**config.mk**
```make
export PLATFORM = sky130hd
export DESIGN_NAME = mem_port_arbiter_flat
export DESIGN_NICKNAME = d
export VERILOG_FILES = /design/src/rtl/mem_port_arbiter_pkg.sv /design/src/rtl/mem_port_arbiter_if.sv /design/src/rtl/mem_port_arbiter_arb_rr2.sv /design/src/rtl/mem_port_arbiter.sv /design/src/flat_wrapper.sv
export SDC_FILE = /design/constraint.sdc
export NUM_CORES = 1
export LEC_CHECK = 0
export CAP_MARGIN = 20
export CELL_PAD_IN_SITES_DETAIL_PLACEMENT = 1
export CELL_PAD_IN_SITES_GLOBAL_PLACEMENT = 1
export CORE_MARGIN = 5
export CORE_UTILIZATION = 32
export DETAILED_ROUTE_END_ITERATION = 6
export PLACE_DENSITY = 0.88
export SYNTH_ARGS = -nofsm -noshare
export SYNTH_HDL_FRONTEND = slang
export SYNTH_HIERARCHICAL = 1
export SYNTH_SLANG_ARGS = --single-unit
```
**constraint.sdc**
```tcl
create_clock -name clk -period 2.8 [get_ports clk]
set_clock_uncertainty 0.15 [all_clocks]
set_input_delay 0.42 -clock clk [delete_from_list [all_inputs] [get_ports clk]]
set_output_delay 0.42 -clock clk [all_outputs]
set_load 0.05 [all_outputs]
```
**src/rtl/mem_port_arbiter_pkg.sv**
```systemverilog
// Shared types for the memory-port arbiter: FSM states, grant encoding and bus width.
package mem_pkg;

  localparam int XLEN = 32;

  typedef enum logic [1:0] {
    IDLE = 2'd0,
    BUSY = 2'd1,
    DONE = 2'd2
  } state_e;

  typedef enum logic {
    GRANT_I = 1'b0,
    GRANT_D = 1'b1
  } grant_e;

endpackage

```
**src/rtl/mem_port_arbiter_if.sv**
```systemverilog
// Requester-side and memory-side signals of the shared data-memory port.
interface mem_port_arbiter_if;
  import mem_pkg::*;

  logic            i_req;
  logic [XLEN-1:0] i_addr;
  logic [XLEN-1:0] i_rdata;
  logic            i_ready;
  logic            i_stall;

  logic            d_req;
  logic            d_we;
  logic [XLEN-1:0] d_addr;
  logic [XLEN-1:0] d_wdata;
  logic [XLEN-1:0] d_rdata;
  logic            d_ready;
  logic            d_stall;

  logic [XLEN-1:0] mem_addr;
  logic            mem_we;
  logic [XLEN-1:0] mem_wdata;
  logic [XLEN-1:0] mem_rdata;

  modport slave (
    input  i_req, i_addr, d_req, d_we, d_addr, d_wdata, mem_rdata,
    output i_rdata, i_ready, i_stall, d_rdata, d_ready, d_stall,
    output mem_addr, mem_we, mem_wdata
  );

  modport master (
    output i_req, i_addr, d_req, d_we, d_addr, d_wdata, mem_rdata,
    input  i_rdata, i_ready, i_stall, d_rdata, d_ready, d_stall,
    input  mem_addr, mem_we, mem_wdata
  );

endinterface

```
**src/rtl/mem_port_arbiter_arb_rr2.sv**
```systemverilog
// Two-way round-robin winner select; req[0] is the I-side, req[1] the D-side.
module arb_rr2
  import mem_pkg::*;
(
  input  logic [1:0] req,
  input  grant_e     last_grant,
  output grant_e     winner
);

  always_comb begin
    winner = GRANT_I;
    if (req == 2'b11) begin
      // Under contention the side that was not served last goes next.
      winner = (last_grant == GRANT_I) ? GRANT_D : GRANT_I;
    end else if (req[1]) begin
      winner = GRANT_D;
    end
  end

endmodule

```
**src/rtl/mem_port_arbiter.sv**
```systemverilog
// Shares one fixed-latency data-memory port between instruction fetch and load/store,
// sequencing each access through IDLE -> BUSY (latency count) -> DONE (ready pulse).
module mem_port_arbiter
  import mem_pkg::*;
#(
  parameter int MEM_DELAY = 3,
  parameter int CNT_W     = 4
) (
  input logic               clk,
  input logic               rst_n,
  mem_port_arbiter_if.slave bus
);

  localparam logic [CNT_W-1:0] CNT_INIT = CNT_W'(MEM_DELAY - 1);

  state_e          state_reg, state_next;
  logic [CNT_W-1:0] cnt_reg;
  grant_e          last_grant_reg;
  grant_e          winner;
  logic            we_q_reg;
  logic [XLEN-1:0] mem_addr_reg;
  logic [XLEN-1:0] mem_wdata_reg;
  logic [XLEN-1:0] i_rdata_reg;
  logic [XLEN-1:0] d_rdata_reg;
  logic            accept;
  logic            capture;

  arb_rr2 u_arb (
    .req        ({bus.d_req, bus.i_req}),
    .last_grant (last_grant_reg),
    .winner     (winner)
  );

  always_comb begin
    state_next = state_reg;
    accept     = 1'b0;
    capture    = 1'b0;
    case (state_reg)
      IDLE: begin
        if (bus.i_req || bus.d_req) begin
          accept     = 1'b1;
          state_next = BUSY;
        end
      end
      BUSY: begin
        if (cnt_reg == '0) begin
          capture    = 1'b1;
          state_next = DONE;
        end
      end
      DONE:    state_next = IDLE;
      default: state_next = IDLE;
    endcase
  end

  always_ff @(posedge clk or negedge rst_n) begin
    if (!rst_n) begin
      state_reg <= IDLE;
    end else begin
      state_reg <= state_next;
    end
  end

  always_ff @(posedge clk or negedge rst_n) begin
    if (!rst_n) begin
      cnt_reg        <= '0;
      last_grant_reg <= GRANT_I;
      we_q_reg       <= 1'b0;
      mem_addr_reg   <= '0;
      mem_wdata_reg  <= '0;
      i_rdata_reg    <= '0;
      d_rdata_reg    <= '0;
    end else begin
      if (accept) begin
        cnt_reg        <= CNT_INIT;
        last_grant_reg <= winner;
        if (winner == GRANT_D) begin
          mem_addr_reg  <= bus.d_addr;
          mem_wdata_reg <= bus.d_wdata;
          we_q_reg      <= bus.d_we;
        end else begin
          mem_addr_reg <= bus.i_addr;
          we_q_reg     <= 1'b0;
        end
      end else if (state_reg == BUSY && cnt_reg != '0) begin
        cnt_reg <= cnt_reg - CNT_W'(1);
      end
      if (capture) begin
        if (last_grant_reg == GRANT_D) begin
          d_rdata_reg <= bus.mem_rdata;
        end else begin
          i_rdata_reg <= bus.mem_rdata;
        end
      end
    end
  end

  // The strobe is decoded rather than registered so a store writes in exactly one cycle.
  assign bus.mem_we    = (state_reg == BUSY) && (cnt_reg == '0) && we_q_reg;
  assign bus.mem_addr  = mem_addr_reg;
  assign bus.mem_wdata = mem_wdata_reg;
  assign bus.i_rdata   = i_rdata_reg;
  assign bus.d_rdata   = d_rdata_reg;
  assign bus.i_ready   = (state_reg == DONE) && (last_grant_reg == GRANT_I);
  assign bus.d_ready   = (state_reg == DONE) && (last_grant_reg == GRANT_D);
  assign bus.i_stall   = bus.i_req && !bus.i_ready;
  assign bus.d_stall   = bus.d_req && !bus.d_ready;

endmodule

```
**src/flat_wrapper.sv**
```systemverilog
// flat-port wrapper written by rule: the top's interface ports become plain ports
module mem_port_arbiter_flat import mem_pkg::*;
#(
  parameter int MEM_DELAY = 3,
  parameter int CNT_W     = 4
)
  (clk, rst_n, bus_i_req, bus_i_addr, bus_d_req, bus_d_we, bus_d_addr, bus_d_wdata, bus_mem_rdata, bus_i_rdata, bus_i_ready, bus_i_stall, bus_d_rdata, bus_d_ready, bus_d_stall, bus_mem_addr, bus_mem_we, bus_mem_wdata);
  mem_port_arbiter_if bus_i ();
  input logic clk;
  input logic rst_n;
  input wire logic [$bits(bus_i.i_req)-1:0] bus_i_req;
  input wire logic [$bits(bus_i.i_addr)-1:0] bus_i_addr;
  input wire logic [$bits(bus_i.d_req)-1:0] bus_d_req;
  input wire logic [$bits(bus_i.d_we)-1:0] bus_d_we;
  input wire logic [$bits(bus_i.d_addr)-1:0] bus_d_addr;
  input wire logic [$bits(bus_i.d_wdata)-1:0] bus_d_wdata;
  input wire logic [$bits(bus_i.mem_rdata)-1:0] bus_mem_rdata;
  output wire logic [$bits(bus_i.i_rdata)-1:0] bus_i_rdata;
  output wire logic [$bits(bus_i.i_ready)-1:0] bus_i_ready;
  output wire logic [$bits(bus_i.i_stall)-1:0] bus_i_stall;
  output wire logic [$bits(bus_i.d_rdata)-1:0] bus_d_rdata;
  output wire logic [$bits(bus_i.d_ready)-1:0] bus_d_ready;
  output wire logic [$bits(bus_i.d_stall)-1:0] bus_d_stall;
  output wire logic [$bits(bus_i.mem_addr)-1:0] bus_mem_addr;
  output wire logic [$bits(bus_i.mem_we)-1:0] bus_mem_we;
  output wire logic [$bits(bus_i.mem_wdata)-1:0] bus_mem_wdata;
  assign bus_i.i_req = bus_i_req;
  assign bus_i.i_addr = bus_i_addr;
  assign bus_i.d_req = bus_d_req;
  assign bus_i.d_we = bus_d_we;
  assign bus_i.d_addr = bus_d_addr;
  assign bus_i.d_wdata = bus_d_wdata;
  assign bus_i.mem_rdata = bus_mem_rdata;
  assign bus_i_rdata = bus_i.i_rdata;
  assign bus_i_ready = bus_i.i_ready;
  assign bus_i_stall = bus_i.i_stall;
  assign bus_d_rdata = bus_i.d_rdata;
  assign bus_d_ready = bus_i.d_ready;
  assign bus_d_stall = bus_i.d_stall;
  assign bus_mem_addr = bus_i.mem_addr;
  assign bus_mem_we = bus_i.mem_we;
  assign bus_mem_wdata = bus_i.mem_wdata;
  mem_port_arbiter #(.MEM_DELAY(MEM_DELAY), .CNT_W(CNT_W)) u_core (.clk(clk), .rst_n(rst_n), .bus(bus_i));
endmodule
```
Yosys cells after proc, flatten, opt, wreduce, memory -nomap -nowiden:

Cells that the tools add are included.

* flip-flop bits (word level): 136
* bits in latches: 0
* memory bits (writable): 0
* memory bits (read-only): 0
* output and inout port bits: 133
* memories: 0

* add/subtract/negate cells: 1
* multipliers: 0
* div/mod/pow operators: 0
* order comparisons: 0
* equal/unequal tests: 5
* shift-type cells: 0
* muxes and demuxes: 14
* bitwise logic cells: 1
* reduce and logical (&&, ||, !) cells: 18

Operators with widths (count)
* $mux 32: 1
* $mux 1: 8
* $mux 4: 2
* $reduce_and 2->1: 4
* $logic_and 1x1->1: 7
* $eq 2x2->1 const B: 2
* $logic_not 4->1: 1
* $mux 2: 2
* $pmux 2 s2: 1
* $reduce_bool 4->1: 1
* $sub 4x1->4 const B: 1
* $eq 2x1->1 const B: 1
* $logic_not 1->1: 2
* $logic_not 2->1: 1
* $ne 2x1->1 const B: 1
* $ne 2x2->1 const B: 1
* $reduce_bool 2->1: 1
* $logic_or 1x1->1: 1
* $not 1->1: 1

Depth between registers and ports, before layout:

* depth in word-level cells: 4
* depth in mapped cells: 6
* depth with buffers taken out: 5

Cells and area by module:

The synthesis kept the hierarchy.

By module, submodules not included
* mem_port_arbiter: instances 1, cells each 354, area an instance 5704.2 µm², sequential area each 3403.3 µm²
* arb_rr2: instances 1, cells each 1, area an instance 11.3 µm², sequential area each 0.0 µm²

Worst setup path before layout:

No wires, ideal clock.

* path type: register -> output
* start: reg u_core.last_grant_reg
* end: out bus_i_stall
* arrival: 2.190 ns
* required time: 2.230 ns
* setup slack: 0.040 ns
* stages on the path, launching flop included: 3
* path through: dfrtp_1 > nor3b_1 > nor2b_1

* cells in the longest elaborated chain, start to end: 4

Ends and longest elaborated chain
* start: declaration: RTL line mem_port_arbiter.sv:18 `grant_e last_grant_reg;`
* start signal: assignment: RTL line mem_port_arbiter.sv:76 `last_grant_reg <= winner;`
* $not 1->1: RTL line mem_port_arbiter.sv:104 `assign bus.i_ready = (state_reg == DONE) && (last_grant_reg == GRANT_I);`
* $logic_and 1x1->1: RTL line mem_port_arbiter.sv:104
* named net bus_i_ready: RTL line flat_wrapper.sv:19 `output wire logic [$bits(bus_i.i_ready)-1:0] bus_i_ready;`
* $logic_not 1->1: RTL line mem_port_arbiter.sv:106 `assign bus.i_stall = bus.i_req && !bus.i_ready;`
* $logic_and 1x1->1: RTL line mem_port_arbiter.sv:106
* end: declaration: RTL line flat_wrapper.sv:20 `output wire logic [$bits(bus_i.i_stall)-1:0] bus_i_stall;`

The timed path passes the listed nets, and every way through them passes these cells.

Worst setup path in the final report:

* start: reg u_core.last_grant_reg
* end: out bus_i_ready

* cells in the longest elaborated chain, start to end: 2

Ends and longest elaborated chain (RTL line)
* $not 1->1: mem_port_arbiter.sv:104
* $logic_and 1x1->1: mem_port_arbiter.sv:104
* end: declaration: flat_wrapper.sv:19

Every way passes these cells.

==> results.toml <==
[status]
outcome = "complete, no violations"

[critical_path]
crit_arrival_ns = 2.05
cp_data_required_time_ns = 2.23
critical_path_buf_inv_count = 1
cp-end-kind = "primary output"
crit_family = "buffers and inverters"
slowest_stage = "clkdlybuf4s50_1"
max_stage_delay_ns = 0.87
worstPathCellList = "nor3b_1 > clkdlybuf4s50_1"
cp_max_fo = 6
cp-start-kind = "register"
path_class = "register to primary output"

[synth]
synth-compound-area-share = 0.0140
syn_area_sq_um = 5720
yosysWarnings = 6
avgSynthCellArea_sq_um = 16.1
ys_seq_area_frac = 0.595
synth_xor_area_frac = 0
synth.distinct_cells = 34
synth_fp_nets = 490
synth_seq_cells = 136
synth.area.mux_share = 0.336
synth-simple-area-share = 0.0245
synth_top_family_by_area = "multiplexers"
synth-adder-area-share = 0.00438
synth_cells = 355

[timing]
finalSetupViolCount = 0
timing.final.ws_setup_ns = 0.179
min_period_ns = 2.62
slew_violations = 0
fin_setup_tns_ns = 0
tightest_slew_ns = 0.555
maxSlewHeadroom = 0.629
max_freq_mhz = 381
finalHoldViolations = 0
rsz0062_at_grt = "false"
period_share = 0.936

[pwr]
ir_drop_v = 0.000714
power_density_nw_per_um2 = 1490
p_leak_nw = 3.94

[clocking]
hold_buffers = 1
cts_buffers = 17
post_cts.repair.setup_buffers = 0
cts_root_buf = "clkbuf_16"
clock_path_buffers = 2
clk_pin_slew_worst_paths_ns = 0.06
cts_resized = 0
cts_tree = "built"
clock_tree.htree_level_count = 4
worstSkewPairLatency_ns = 0.40
cts.sinks = 136

[global_route]
antenna_found_initial = 0
grt_most_used_layer = "met2"
use_met2 = 0.298
grt_pass1_vias = 4880
track_usage = 0.166
use_met3 = 0.0609
gr-total-overflow = 0
grt_max_degree = 62
grt_pass1_wl_um = 26600
grtUsageMet1 = 0.180

[cells_and_area]
drive_gt1_frac = 0.322
num-fill-cells = 1697
stdcell_count = 867
areaGrowthSynthToFinish_pct = 62.6
final_common_cell = "clkdlybuf4s50_1"
nets = 765
layout_common_cells = "clkdlybuf4s50_1 (261), dfrtp_1 (136), mux2_2 (131)"
n_antenna_cell = 0

[floorplanning]
fp.dieW_um = 144
io_pins = 266
die_area_sq_um = 20600
core_sq_um = 17400
initial_core_util = 0.328
die_h_um = 144
row_count = 48

[drt]
drt_iter0_drc = 78
drc = 0
ant_nets = 0
wire_per_inst_um = 19.5
via_per_inst = 4.70
dr.pass1.iters = 4
drt-total-wl_um = 16900
vias = 4077

[run]
maxCapViolCount = 0

[placed_design]
place_ws_ns = 0.332
gp_congestion = 0.779
placed_cells = 835
hpwl_um = 12800
port_buffers = 265

[worst_hold_path]
min_path_type = "register to register"
[where the power goes]
group,internal (W),switching [W]
logic,0.00301,0.00474
clock network,0.00168,0.000829
registers,0.00299,0.000591
total,0.00767,0.00616
[synthesized netlist by cell type, drive strengths merged]
cell / number / area, sq um
a21boi: 2 / 18.8
a21oi: 2 / 10.0
and2: 1 / 6.26
and3: 1 / 6.26
and3b: 1 / 10.0
buf: 8 / 97.6
clkbuf: 10 / 37.5
dfrtp: 136 / 3400
ha: 2 / 25.0
inv: 3 / 11.3
mux2: 160 / 1910
mux2i: 1 / 10.0
nand2: 2 / 7.51
nand3: 1 / 5.00
nand4: 1 / 6.26
nand4b: 1 / 8.76
nor2: 5 / 21.3
nor2b: 3 / 18.8
nor3: 1 / 5.00
nor3b: 2 / 15.0
o21ai: 4 / 20.0
o221ai: 1 / 8.76
o22ai: 1 / 6.26
o31ai: 1 / 7.51
o41ai: 1 / 8.76
or2: 1 / 6.26
or2b: 1 / 7.51
or3b: 1 / 8.76
or4: 1 / 7.51
[worst paths after layout]
check	start	slack, ns	endpoint	cells after the start
setup reg to reg	u_core/state_reg[0]	0.72	u_core/bus.mem_wdata[19]	4
min in group asynchronous	rst_n	0.37	u_core/bus.d_rdata[21]	2
max in group asynchronous	rst_n	1.35	u_core/bus.i_rdata[13]	3
hold / removal	u_core/bus.i_rdata[19]	0.35	u_core/bus.i_rdata[19]	1
hold reg to reg	u_core/bus.i_rdata[19]	0.35	u_core/bus.i_rdata[19]	1
setup / recovery	u_core/last_grant_reg	0.18	bus_i_ready	2
[worst register-to-register path, stage by stage (launching register included)]
cell	delay, ns
dfrtp_1	0.40
or2_1	0.34
or3b_2	0.51
buf_12	0.21
mux2_4	0.35
[cell families (layout without fill, tap and decap cells)]
logic type	count (synthesis)	count (layout)
AOI/OAI and AO/OA	12	12
adders and majority gates	2	2
and+or+nand+nor	23	23
DFF	136	136
buffers and inverters	21	308
muxes	161	161
[metal layers]
layer,up-vias,part of all wire
met1,2047,0.37
met5,-,0
met4,0,0.021
met3,26,0.088
met2,181,0.52
li1,1823,-
[through the flow]
stage          utilization  hold slack (ns)  instance area [sq um]  power [W]
5_1_grt              0.534            0.371                   9290     0.0144
3_3_place_gp         0.495            0.219                   8610     0.0111
6_report             0.534            0.353                   9290     0.0138
2_1_floorplan            -          -0.0256                   5720    0.00866
4_1_cts              0.534            0.357                   9290     0.0140
3_5_place_dp         0.495            0.232                   8610     0.0114
[final cells by class]
class / instances / area, sq um / area share
inverters: 3 / 11.3 / 0.00121
flip-flops and latches: 136 / 3400 / 0.366
repair buffers: 274 / 2750 / 0.296
clock buffers: 21 / 480 / 0.0517
multi-input cells: 198 / 2170 / 0.234
clock inverters: 10 / 189 / 0.0203
well taps: 225 / 282 / 0.0303
(Power assumes the default switching activity.)
